[src/rtl/div_pkg.sv]
// Shared types and constants for the divider request front-end.
package div_pkg;

    typedef enum logic [1:0] {
        IDLE,
        ISSUE,
        WAIT,
        RESP
    } div_state_e;

    // Widest tag a request can carry; narrower TAGW values are zero-extended.
    localparam int unsigned DIV_TAG_MAXW = 16;

    localparam logic [31:0] DIV_DZ_QUOTIENT = 32'hFFFF_FFFF;

    typedef struct packed {
        logic [31:0]             dividend;
        logic [31:0]             divisor;
        logic                    sign;
        logic [DIV_TAG_MAXW-1:0] tag;
    } div_req_t;

    function automatic logic div_is_zero(input div_req_t r);
        return r.divisor == '0;
    endfunction

endpackage

[src/rtl/div_frontend_if.sv]
// Request and response channels between the issue logic and the divider front-end.
interface div_frontend_if #(
    parameter int unsigned TAGW = 4
);
    logic            req_valid;
    logic            req_ready;
    logic [31:0]     req_dividend;
    logic [31:0]     req_divisor;
    logic            req_sign;
    logic [TAGW-1:0] req_tag;

    logic            resp_valid;
    logic            resp_ready;
    logic [31:0]     resp_quotient;
    logic [31:0]     resp_remainder;
    logic [TAGW-1:0] resp_tag;
    logic            resp_dz;

    modport master (
        output req_valid, req_dividend, req_divisor, req_sign, req_tag, resp_ready,
        input  req_ready, resp_valid, resp_quotient, resp_remainder, resp_tag, resp_dz
    );

    modport slave (
        input  req_valid, req_dividend, req_divisor, req_sign, req_tag, resp_ready,
        output req_ready, resp_valid, resp_quotient, resp_remainder, resp_tag, resp_dz
    );
endinterface

[src/rtl/div_req_fifo.sv]
// Synchronous FIFO of divide requests; pointers carry an extra wrap bit to tell full from empty.
module div_req_fifo
    import div_pkg::*;
#(
    parameter int unsigned DEPTH = 4
) (
    input  logic     clk,
    input  logic     rst,
    input  logic     push,
    input  div_req_t wdata,
    input  logic     pop,
    output div_req_t head,
    output logic     full,
    output logic     empty
);
    localparam int unsigned AW = $clog2(DEPTH);

    div_req_t      mem [DEPTH];
    logic [AW:0]   wr_ptr;
    logic [AW:0]   rd_ptr;

    always_ff @(posedge clk) begin
        if (rst) begin
            wr_ptr <= '0;
            rd_ptr <= '0;
        end else begin
            if (push) wr_ptr <= wr_ptr + (AW+1)'(1);
            if (pop)  rd_ptr <= rd_ptr + (AW+1)'(1);
        end
    end

    always_ff @(posedge clk) begin
        if (push) mem[wr_ptr[AW-1:0]] <= wdata;
    end

    always_comb begin
        head  = mem[rd_ptr[AW-1:0]];
        empty = (wr_ptr == rd_ptr);
        full  = (wr_ptr[AW] != rd_ptr[AW]) && (wr_ptr[AW-1:0] == rd_ptr[AW-1:0]);
    end

endmodule

[src/rtl/div_frontend.sv]
// Buffers tagged divide requests and issues them one at a time to the sequential divider core,
// resolving divide-by-zero locally and returning results on a valid/ready channel.
module div_frontend
    import div_pkg::*;
#(
    parameter int unsigned DEPTH = 4,
    parameter int unsigned TAGW  = 4
) (
    input  logic                 clk,
    input  logic                 rst,
    div_frontend_if.slave        bus,
    output logic [31:0]          div_dividend,
    output logic [31:0]          div_divider,
    output logic                 div_sign,
    input  logic                 div_ready,
    input  logic [31:0]          div_quotient,
    input  logic [31:0]          div_remainder
);
    div_state_e state_q, state_d;

    div_req_t req_in, head;
    logic     full, empty, push, pop, head_dz;
    logic     load_dz, load_op, capture;

    logic [TAGW-1:0] tag_q;
    logic [31:0]     resp_quotient_q, resp_remainder_q;
    logic [TAGW-1:0] resp_tag_q;
    logic            resp_dz_q;

    // Tag bits above TAGW are always zero on the way in.
    logic [DIV_TAG_MAXW-1:0] unused_tag;
    assign unused_tag = head.tag;

    always_comb begin
        req_in          = '0;
        req_in.dividend = bus.req_dividend;
        req_in.divisor  = bus.req_divisor;
        req_in.sign     = bus.req_sign;
        req_in.tag      = DIV_TAG_MAXW'(bus.req_tag);
    end

    div_req_fifo #(.DEPTH(DEPTH)) u_fifo (
        .clk   (clk),
        .rst   (rst),
        .push  (push),
        .wdata (req_in),
        .pop   (pop),
        .head  (head),
        .full  (full),
        .empty (empty)
    );

    always_comb begin
        state_d = state_q;
        pop     = 1'b0;
        load_dz = 1'b0;
        load_op = 1'b0;
        capture = 1'b0;
        head_dz = div_is_zero(head);
        unique case (state_q)
            IDLE: begin
                if (!empty) begin
                    pop = 1'b1;
                    if (head_dz) begin
                        load_dz = 1'b1;
                        state_d = RESP;
                    end else begin
                        load_op = 1'b1;
                        state_d = ISSUE;
                    end
                end
            end
            ISSUE: if (div_ready) state_d = WAIT;
            WAIT: begin
                if (div_ready) begin
                    capture = 1'b1;
                    state_d = RESP;
                end
            end
            RESP: if (bus.resp_ready) state_d = IDLE;
            default: state_d = IDLE;
        endcase
    end

    // A full FIFO can still take a request on the edge that pops its head.
    assign bus.req_ready = !full || pop;
    assign push          = bus.req_valid && bus.req_ready;

    always_ff @(posedge clk) begin
        if (rst) begin
            state_q          <= IDLE;
            div_dividend     <= '0;
            div_divider      <= '0;
            div_sign         <= 1'b0;
            tag_q            <= '0;
            resp_quotient_q  <= '0;
            resp_remainder_q <= '0;
            resp_tag_q       <= '0;
            resp_dz_q        <= 1'b0;
        end else begin
            state_q <= state_d;
            if (load_op) begin
                div_dividend <= head.dividend;
                div_divider  <= head.divisor;
                div_sign     <= head.sign;
                tag_q        <= head.tag[TAGW-1:0];
            end
            if (load_dz) begin
                resp_quotient_q  <= DIV_DZ_QUOTIENT;
                resp_remainder_q <= head.dividend;
                resp_tag_q       <= head.tag[TAGW-1:0];
                resp_dz_q        <= 1'b1;
            end
            if (capture) begin
                resp_quotient_q  <= div_quotient;
                resp_remainder_q <= div_remainder;
                resp_tag_q       <= tag_q;
                resp_dz_q        <= 1'b0;
            end
        end
    end

    assign bus.resp_valid     = (state_q == RESP);
    assign bus.resp_quotient  = resp_quotient_q;
    assign bus.resp_remainder = resp_remainder_q;
    assign bus.resp_tag       = resp_tag_q;
    assign bus.resp_dz        = resp_dz_q;

endmodule

[src/flat_wrapper.sv]
// flat-port wrapper written by rule: the top's interface ports become plain ports
module div_frontend_flat import div_pkg::*;
#(
    parameter int unsigned DEPTH = 4,
    parameter int unsigned TAGW  = 4
)
  (clk, rst, div_dividend, div_divider, div_sign, div_ready, div_quotient, div_remainder, bus_req_valid, bus_req_dividend, bus_req_divisor, bus_req_sign, bus_req_tag, bus_resp_ready, bus_req_ready, bus_resp_valid, bus_resp_quotient, bus_resp_remainder, bus_resp_tag, bus_resp_dz);
  div_frontend_if #(.TAGW(TAGW)) bus_i ();
  input  logic clk;
  input  logic rst;
  output logic [31:0] div_dividend;
  output logic [31:0] div_divider;
  output logic div_sign;
  input  logic div_ready;
  input  logic [31:0] div_quotient;
  input  logic [31:0] div_remainder;
  input wire logic [$bits(bus_i.req_valid)-1:0] bus_req_valid;
  input wire logic [$bits(bus_i.req_dividend)-1:0] bus_req_dividend;
  input wire logic [$bits(bus_i.req_divisor)-1:0] bus_req_divisor;
  input wire logic [$bits(bus_i.req_sign)-1:0] bus_req_sign;
  input wire logic [$bits(bus_i.req_tag)-1:0] bus_req_tag;
  input wire logic [$bits(bus_i.resp_ready)-1:0] bus_resp_ready;
  output wire logic [$bits(bus_i.req_ready)-1:0] bus_req_ready;
  output wire logic [$bits(bus_i.resp_valid)-1:0] bus_resp_valid;
  output wire logic [$bits(bus_i.resp_quotient)-1:0] bus_resp_quotient;
  output wire logic [$bits(bus_i.resp_remainder)-1:0] bus_resp_remainder;
  output wire logic [$bits(bus_i.resp_tag)-1:0] bus_resp_tag;
  output wire logic [$bits(bus_i.resp_dz)-1:0] bus_resp_dz;
  assign bus_i.req_valid = bus_req_valid;
  assign bus_i.req_dividend = bus_req_dividend;
  assign bus_i.req_divisor = bus_req_divisor;
  assign bus_i.req_sign = bus_req_sign;
  assign bus_i.req_tag = bus_req_tag;
  assign bus_i.resp_ready = bus_resp_ready;
  assign bus_req_ready = bus_i.req_ready;
  assign bus_resp_valid = bus_i.resp_valid;
  assign bus_resp_quotient = bus_i.resp_quotient;
  assign bus_resp_remainder = bus_i.resp_remainder;
  assign bus_resp_tag = bus_i.resp_tag;
  assign bus_resp_dz = bus_i.resp_dz;
  div_frontend #(.DEPTH(DEPTH), .TAGW(TAGW)) u_core (.clk(clk), .rst(rst), .bus(bus_i), .div_dividend(div_dividend), .div_divider(div_divider), .div_sign(div_sign), .div_ready(div_ready), .div_quotient(div_quotient), .div_remainder(div_remainder));
endmodule
[config.mk]
export PLATFORM = sky130hd
export DESIGN_NAME = div_frontend_flat
export DESIGN_NICKNAME = d
export VERILOG_FILES = /design/src/rtl/div_pkg.sv /design/src/rtl/div_frontend_if.sv /design/src/rtl/div_req_fifo.sv /design/src/rtl/div_frontend.sv /design/src/flat_wrapper.sv
export SDC_FILE = /design/constraint.sdc
export NUM_CORES = 1
export LEC_CHECK = 0
export ABC_AREA = 0
export ABC_CLOCK_PERIOD_IN_PS = 3200
export BUFFER_PORTS_ARGS = -buffer_cell sky130_fd_sc_hd__buf_4
export CAP_MARGIN = 5
export CORE_MARGIN = 1
export CORE_UTILIZATION = 35
export CTS_CLUSTER_DIAMETER = 50
export DETAILED_ROUTE_END_ITERATION = 10
export MAX_ROUTING_LAYER = met4
export PLACE_DENSITY_LB_ADDON = 0.08
export SLEW_MARGIN = 20
export SYNTH_ARGS = -nofsm -noshare
export SYNTH_HDL_FRONTEND = slang
export SYNTH_SLANG_ARGS = --single-unit
[constraint.sdc]
create_clock -name clk -period 3.2 [get_ports clk]
set_input_delay 0 -clock clk [delete_from_list [all_inputs] [get_ports clk]]
set_output_delay 0 -clock clk [all_outputs]
set_load 0.02 [all_outputs]
### Word level (Yosys, flattened, before mapping)

Memories as Yosys holds them, arrays and structs flattened. A register that Yosys moved wholly into a read port is not among the register bits.
Index checks and enable logic that the tools add are counted.

| storage, ports and cells | value |
|---|---|
| flip-flop bits (word level) | 146 |
| output and inout port bits | 136 |
| memories | 1 |
| logic and storage cells | 59 |
| memory bits (writable) | 276 |

Memory list:

| memory | depth | bits a word | rd ports | clocked after memory_dff | write ports | line | RTL |
|---|---|---|---|---|---|---|---|
| u_core.u_fifo.mem | 4 | 69 | 1 | 1 | 1 | div_req_fifo.sv:18 | `div_req_t mem [DEPTH];` |

| operators by class | value |
|---|---|
| mux-type cells | 26 |
| equal/unequal tests | 10 |
| reductions and logical operators | 9 |
| $add $sub $neg | 2 |

Operators with widths:

| kind | number |
|---|---|
| 32-bit 2-to-1 mux | 4 |
| 32-bit logical NOT | 1 |
| 2-bit 2-to-1 mux | 7 |
| 1-bit 2-to-1 mux | 12 |
| 4-bit 2-to-1 mux | 2 |
| 2-bit != test, second input constant | 4 |
| 2-bit one-hot mux with 4 select lines | 1 |
| 3-bit by 1-bit adder with 3-bit output, second input constant | 2 |
| 2-bit equality test, second input constant | 2 |
| 4-bit AND reduction | 1 |
| 3-bit equality test | 1 |
| 2-bit by 1-bit equality test with 1-bit output, second input constant | 1 |
| 2-bit equality test | 1 |
| 1-bit logical AND | 2 |
| 2-bit logical NOT | 1 |
| 2-bit nonzero test | 1 |
| 2-bit OR reduction | 1 |
| 1-bit logical NOT | 1 |
| 1-bit logical OR | 1 |
| 1-bit != test | 1 |

### Depth between registers and ports, before layout

| logic depth | value |
|---|---|
| depth in word-level cells | 7 |
| gate-level depth with buffers | 10 |
| depth with buffers taken out | 7 |

### Hierarchy

A second synthesis with hierarchy kept.

| unflattened totals | value |
|---|---|
| cell total of the unflattened synthesis | 1311 |
| area total of the unflattened synthesis | 19082.1 µm² |

Modules (own cells, without submodules):

| module | cells each | times used | area an instance (µm²) | sequential area each (µm²) |
|---|---|---|---|---|
| div_req_fifo | 463 | 1 | 12167.9 | 9889.5 |
| div_frontend | 848 | 1 | 6914.1 | 2802.7 |

### Worst setup path after synthesis

OpenSTA, ideal clock, no wires.

| timing | value |
|---|---|
| kind | register -> register |
| start point | register u_core.u_fifo.wr_ptr[1] |
| end point | memory u_core.u_fifo.mem[3][0] (netlist bit), enable pin |
| required time | 2.763 ns |
| path slack | -0.057 ns |
| data arrival time | 2.820 ns |
| stages on the path, launching flop included | 5 |
| clock period less this slack | 3.257 ns |
| library setup time | 0.437 ns |
| buffers on the path | 1 |
| cell sequence | dfxtp_1 > xor2_1 > or4b_2 > clkbuf_1 > and3_1 |

| between the ends | value |
|---|---|
| word-level cells in the longest chain between the ends | 7 |
| elaborated cells between the ends (all ways) | 10 |

Ends and longest elaborated chain:

| what | line | RTL |
|---|---|---|
| start: declaration | div_req_fifo.sv:19 | `logic [AW:0] wr_ptr;` |
| start signal: assignment | div_req_fifo.sv:27 | `if (push) wr_ptr <= wr_ptr + (AW+1)'(1);` |
| 3-bit equality test or 2-bit equality test (tied branches) | div_req_fifo.sv:38, div_req_fifo.sv:39 |  |
| 1-bit 2-to-1 mux or 1-bit logical AND (tied branches) | div_frontend.sv:62, div_req_fifo.sv:39 |  |
| 1-bit 2-to-1 mux or 1-bit logical NOT (tied branches) | div_frontend.sv:60, div_frontend.sv:86 |  |
| 1-bit logical OR (*) | div_frontend.sv:86 | `assign bus.req_ready = !full \|\| pop;` |
| via bus_req_ready | flat_wrapper.sv:23 | `output wire logic [$bits(bus_i.req_ready)-1:0] bus_req_ready;` |
| 1-bit logical AND (*) | div_frontend.sv:87 | `assign push = bus.req_valid && bus.req_ready;` |
| 1-bit 2-to-1 mux (*) | div_req_fifo.sv:33 | `if (push) mem[wr_ptr[AW-1:0]] <= wdata;` |
| 1-bit 2-to-1 mux (implied by the code) (*) | div_req_fifo.sv:33 |  |
| end: declaration | div_req_fifo.sv:18 |  |

Mark *: on every way through the listed nets, which the timed path passes. The rest lies on a longest branch.

==> results.cfg <==
[timing]
finClkSkew_ps = 20.4
finalSetupTns_ps = 0
slew_headroom_pct = 31.0
fmax_ghz = 0.330
fin_crit_ps = 3030
maxSlewViolCount = 0
rsz0062_at_grt = no
finalWorstSetupSlack_ps = 171
finalCritPeriodShare_pct = 94.7
worstMarginPinSlew_ps = 1030
setup_viol_count_final = 0
hold_viol_final = 0

[clocking]
clkTransAtPathRegs_ps = 60
clk_path_buf_depth = 3
clkLatencyLatePin_ps = 590
cts_max_level = 2
cts_made_buffers = 51
cts_sinks = 424
cts_tree = yes
clockRootBuffer = clkbuf_16

[floorplan]
ioPinCount = 274
design.core.area_sq_um = 47700
start_util_pct = 35.4
fp.dieW_um = 222
fp.dieH_um = 222
placementRows = 80
dieArea_sq_um = 49200

[logic_synthesis]
ys_seq_elements = 424
synth-main-ff-cell = edfxtp_1
syn_nets = 1257
async_flop_share_pct = 0
synthDistinctLibCells = 45
ys_seq_area_share_pct = 66.5
syn_area_sq_um = 16900
synth_area_per_cell_sq_um = 15.2
synth_cells = 1110
yosys_warnings = 0
synth_enable_flop_cells = 276

[placed_design]
portBuffers = 273
dp_hpwl_um = 28400
gp_congestion = 0.754
dpl_worst_slack_ps = 21.3

[critical_path]
required_ps = 3660
crit_fanout = 36
worstSetupStartpointType = flip-flop
cp.arrival_ps = 3490
ff2ff_path_depth = 7
end_kind = flip-flop
crit_type = flip-flop to flip-flop

[grt]
antenna_found_initial = 3
grt_usage_pct = 19.1
grt_max_degree = 172
grt_pass1_wl_um = 69800
grt.overflow.total = 0
grt_pass1_vias = 11477

[job]
maxCapViolations = 0

[finish]
layout.nets = 1663
final_util_pct = 47.8
multi_input_area_sq_um = 5220
fillers = 4267
final_cell_mix = buf_4 (290), edfxtp_1 (276), nand2_1 (213)
drive_gt1_share_pct = 34.0
layout.area.seq_sq_um = 11300
area_growth_syn_to_layout_pct = 35.0
final_common_cell = buf_4

[drt]
postRouteAntennaNets = 0
finalWirelength_um = 45900
drtIter0Drc = 648
drc = 0
vias = 11086
vias_per_cell = 5.09
wl_per_cell_um = 21.1
drt-pass1-iter-count = 7

[outcome]
status = complete, no violations

[pwr]
powerDensity_nw_per_um2 = 820
power.total_w = 0.0187
ir_worst_vdd_mv = 0.387
p_leak_nw = 8.33

[hold_path]
hold_path_class = primary input to flip-flop
min_path_cells = 2
==> cells by family (layout without fill, tap and decap cells) <==
family	Yosys count	after routing	synth area share, %
other	0	3	0
buffers and inverters	95	543	3.08
and+or+nand+nor	285	285	7.22
adders and majority gates	9	9	0.666
DFF	424	424	66.5
muxes	139	139	13.3
AOI/OAI and AO/OA	151	151	8.82
xor gates and xnor gates	7	7	0.362
==> state kept, by name, indices dropped and copies added, names as in the netlist, named ones only <==
name,cells
u_core.div_divider,32
u_core.div_sign,1
u_core.state_q,2
u_core.div_dividend,32
u_core.tag_q,4
u_core.u_fifo.rd_ptr,3
u_core.bus.resp_tag,4
u_core.bus.resp_quotient,32
u_core.bus.resp_dz,1
u_core.u_fifo.wr_ptr,3
u_core.u_fifo.mem,276
u_core.bus.resp_remainder,32
==> final timing paths <==
kind	endpoint	slack, ps	start
setup / recovery	u_core.bus.resp_remainder[13]	170	flip-flop
hold / removal	u_core.u_fifo.mem[1][44]	150	bus_req_dividend[7]
setup reg to reg	u_core.bus.resp_remainder[13]	170	flip-flop
hold reg to reg	u_core.div_dividend[18]	450	u_core.div_dividend[18]
==> through the flow <==
stage | hold WS (ps) | instances | area, sq um
final | 151 | 2176 | 22800
after global routing | 136 | 2176 | 22800
after CTS | 110 | 2173 | 22800
after floorplan | 98.9 | 1110 | 16900
after global placement | 203 | 1941 | 19700
after detailed placement | 205 | 1941 | 19700
==> synthesized netlist by cell type, types with 3 or more instances <==
master / n / area share [%]
edfxtp_1: 276 / 49
nand2_1: 214 / 4.7
dfxtp_1: 148 / 18
mux2i_1: 70 / 4.1
mux4_2: 69 / 9.2
clkbuf_1: 53 / 1.2
a21oi_1: 40 / 1.2
a311o_1: 36 / 2.1
nand3_1: 36 / 1.1
a2111oi_2: 29 / 2.6
o221a_2: 23 / 1.5
buf_6: 14 / 0.93
buf_2: 12 / 0.36
nor2_1: 10 / 0.22
ha_1: 9 / 0.67
o221a_1: 9 / 0.60
a2111oi_0: 7 / 0.36
inv_1: 7 / 0.16
and3_1: 4 / 0.15
nor3_1: 4 / 0.12
nor4_1: 4 / 0.15
xor2_1: 4 / 0.21
nor4_2: 3 / 0.22
xnor2_1: 3 / 0.16
==> power breakdown <==
part / leakage, nW / internal, W / switching, W
Sequential: 3.74 / 0.00673 / 0.000553
Combinational: 3.73 / 0.00246 / 0.00308
Clock: 0.850 / 0.00356 / 0.00233
==> critical path, cell delays in order, from the launching register on <==
cell	delay, ps
dfxtp_4	500
buf_12	200
mux4_2	530
nor4_2	490
and4_1	420
nand2_2	70
buf_4	290
a311o_1	370
==> area by class of cell <==
class | instances | share of cell area, %
Tap cell | 615 | 3.37
Timing Repair Buffer | 440 | 16.7
Multi-Input combinational cell | 591 | 22.8
Clock inverter | 27 | 1.24
Clock buffer | 68 | 6.40
Sequential cell | 424 | 49.3
Inverter | 8 | 0.153
Antenna cell | 3 | 0.0329
==> routing by layer <==
metal / global-route usage, % / share of wire, %
met2: 30.1 / 48
met5: - / 0
met3: 3.60 / 4.8
met1: 24.7 / 45
met4: 6.45 / 2.6
==> repair_timing <==
| action | CTS | global route |
|---|---|---|
| hold buffers | 137 | 0 |
| gates resized for setup | 1 | 0 |
| endpoints found under the hold margin | 344 | 0 |
| buffers inserted | 0 | 0 |
| setup endpoints to repair | 1 | 0 |
(Power assumes the default switching activity.)
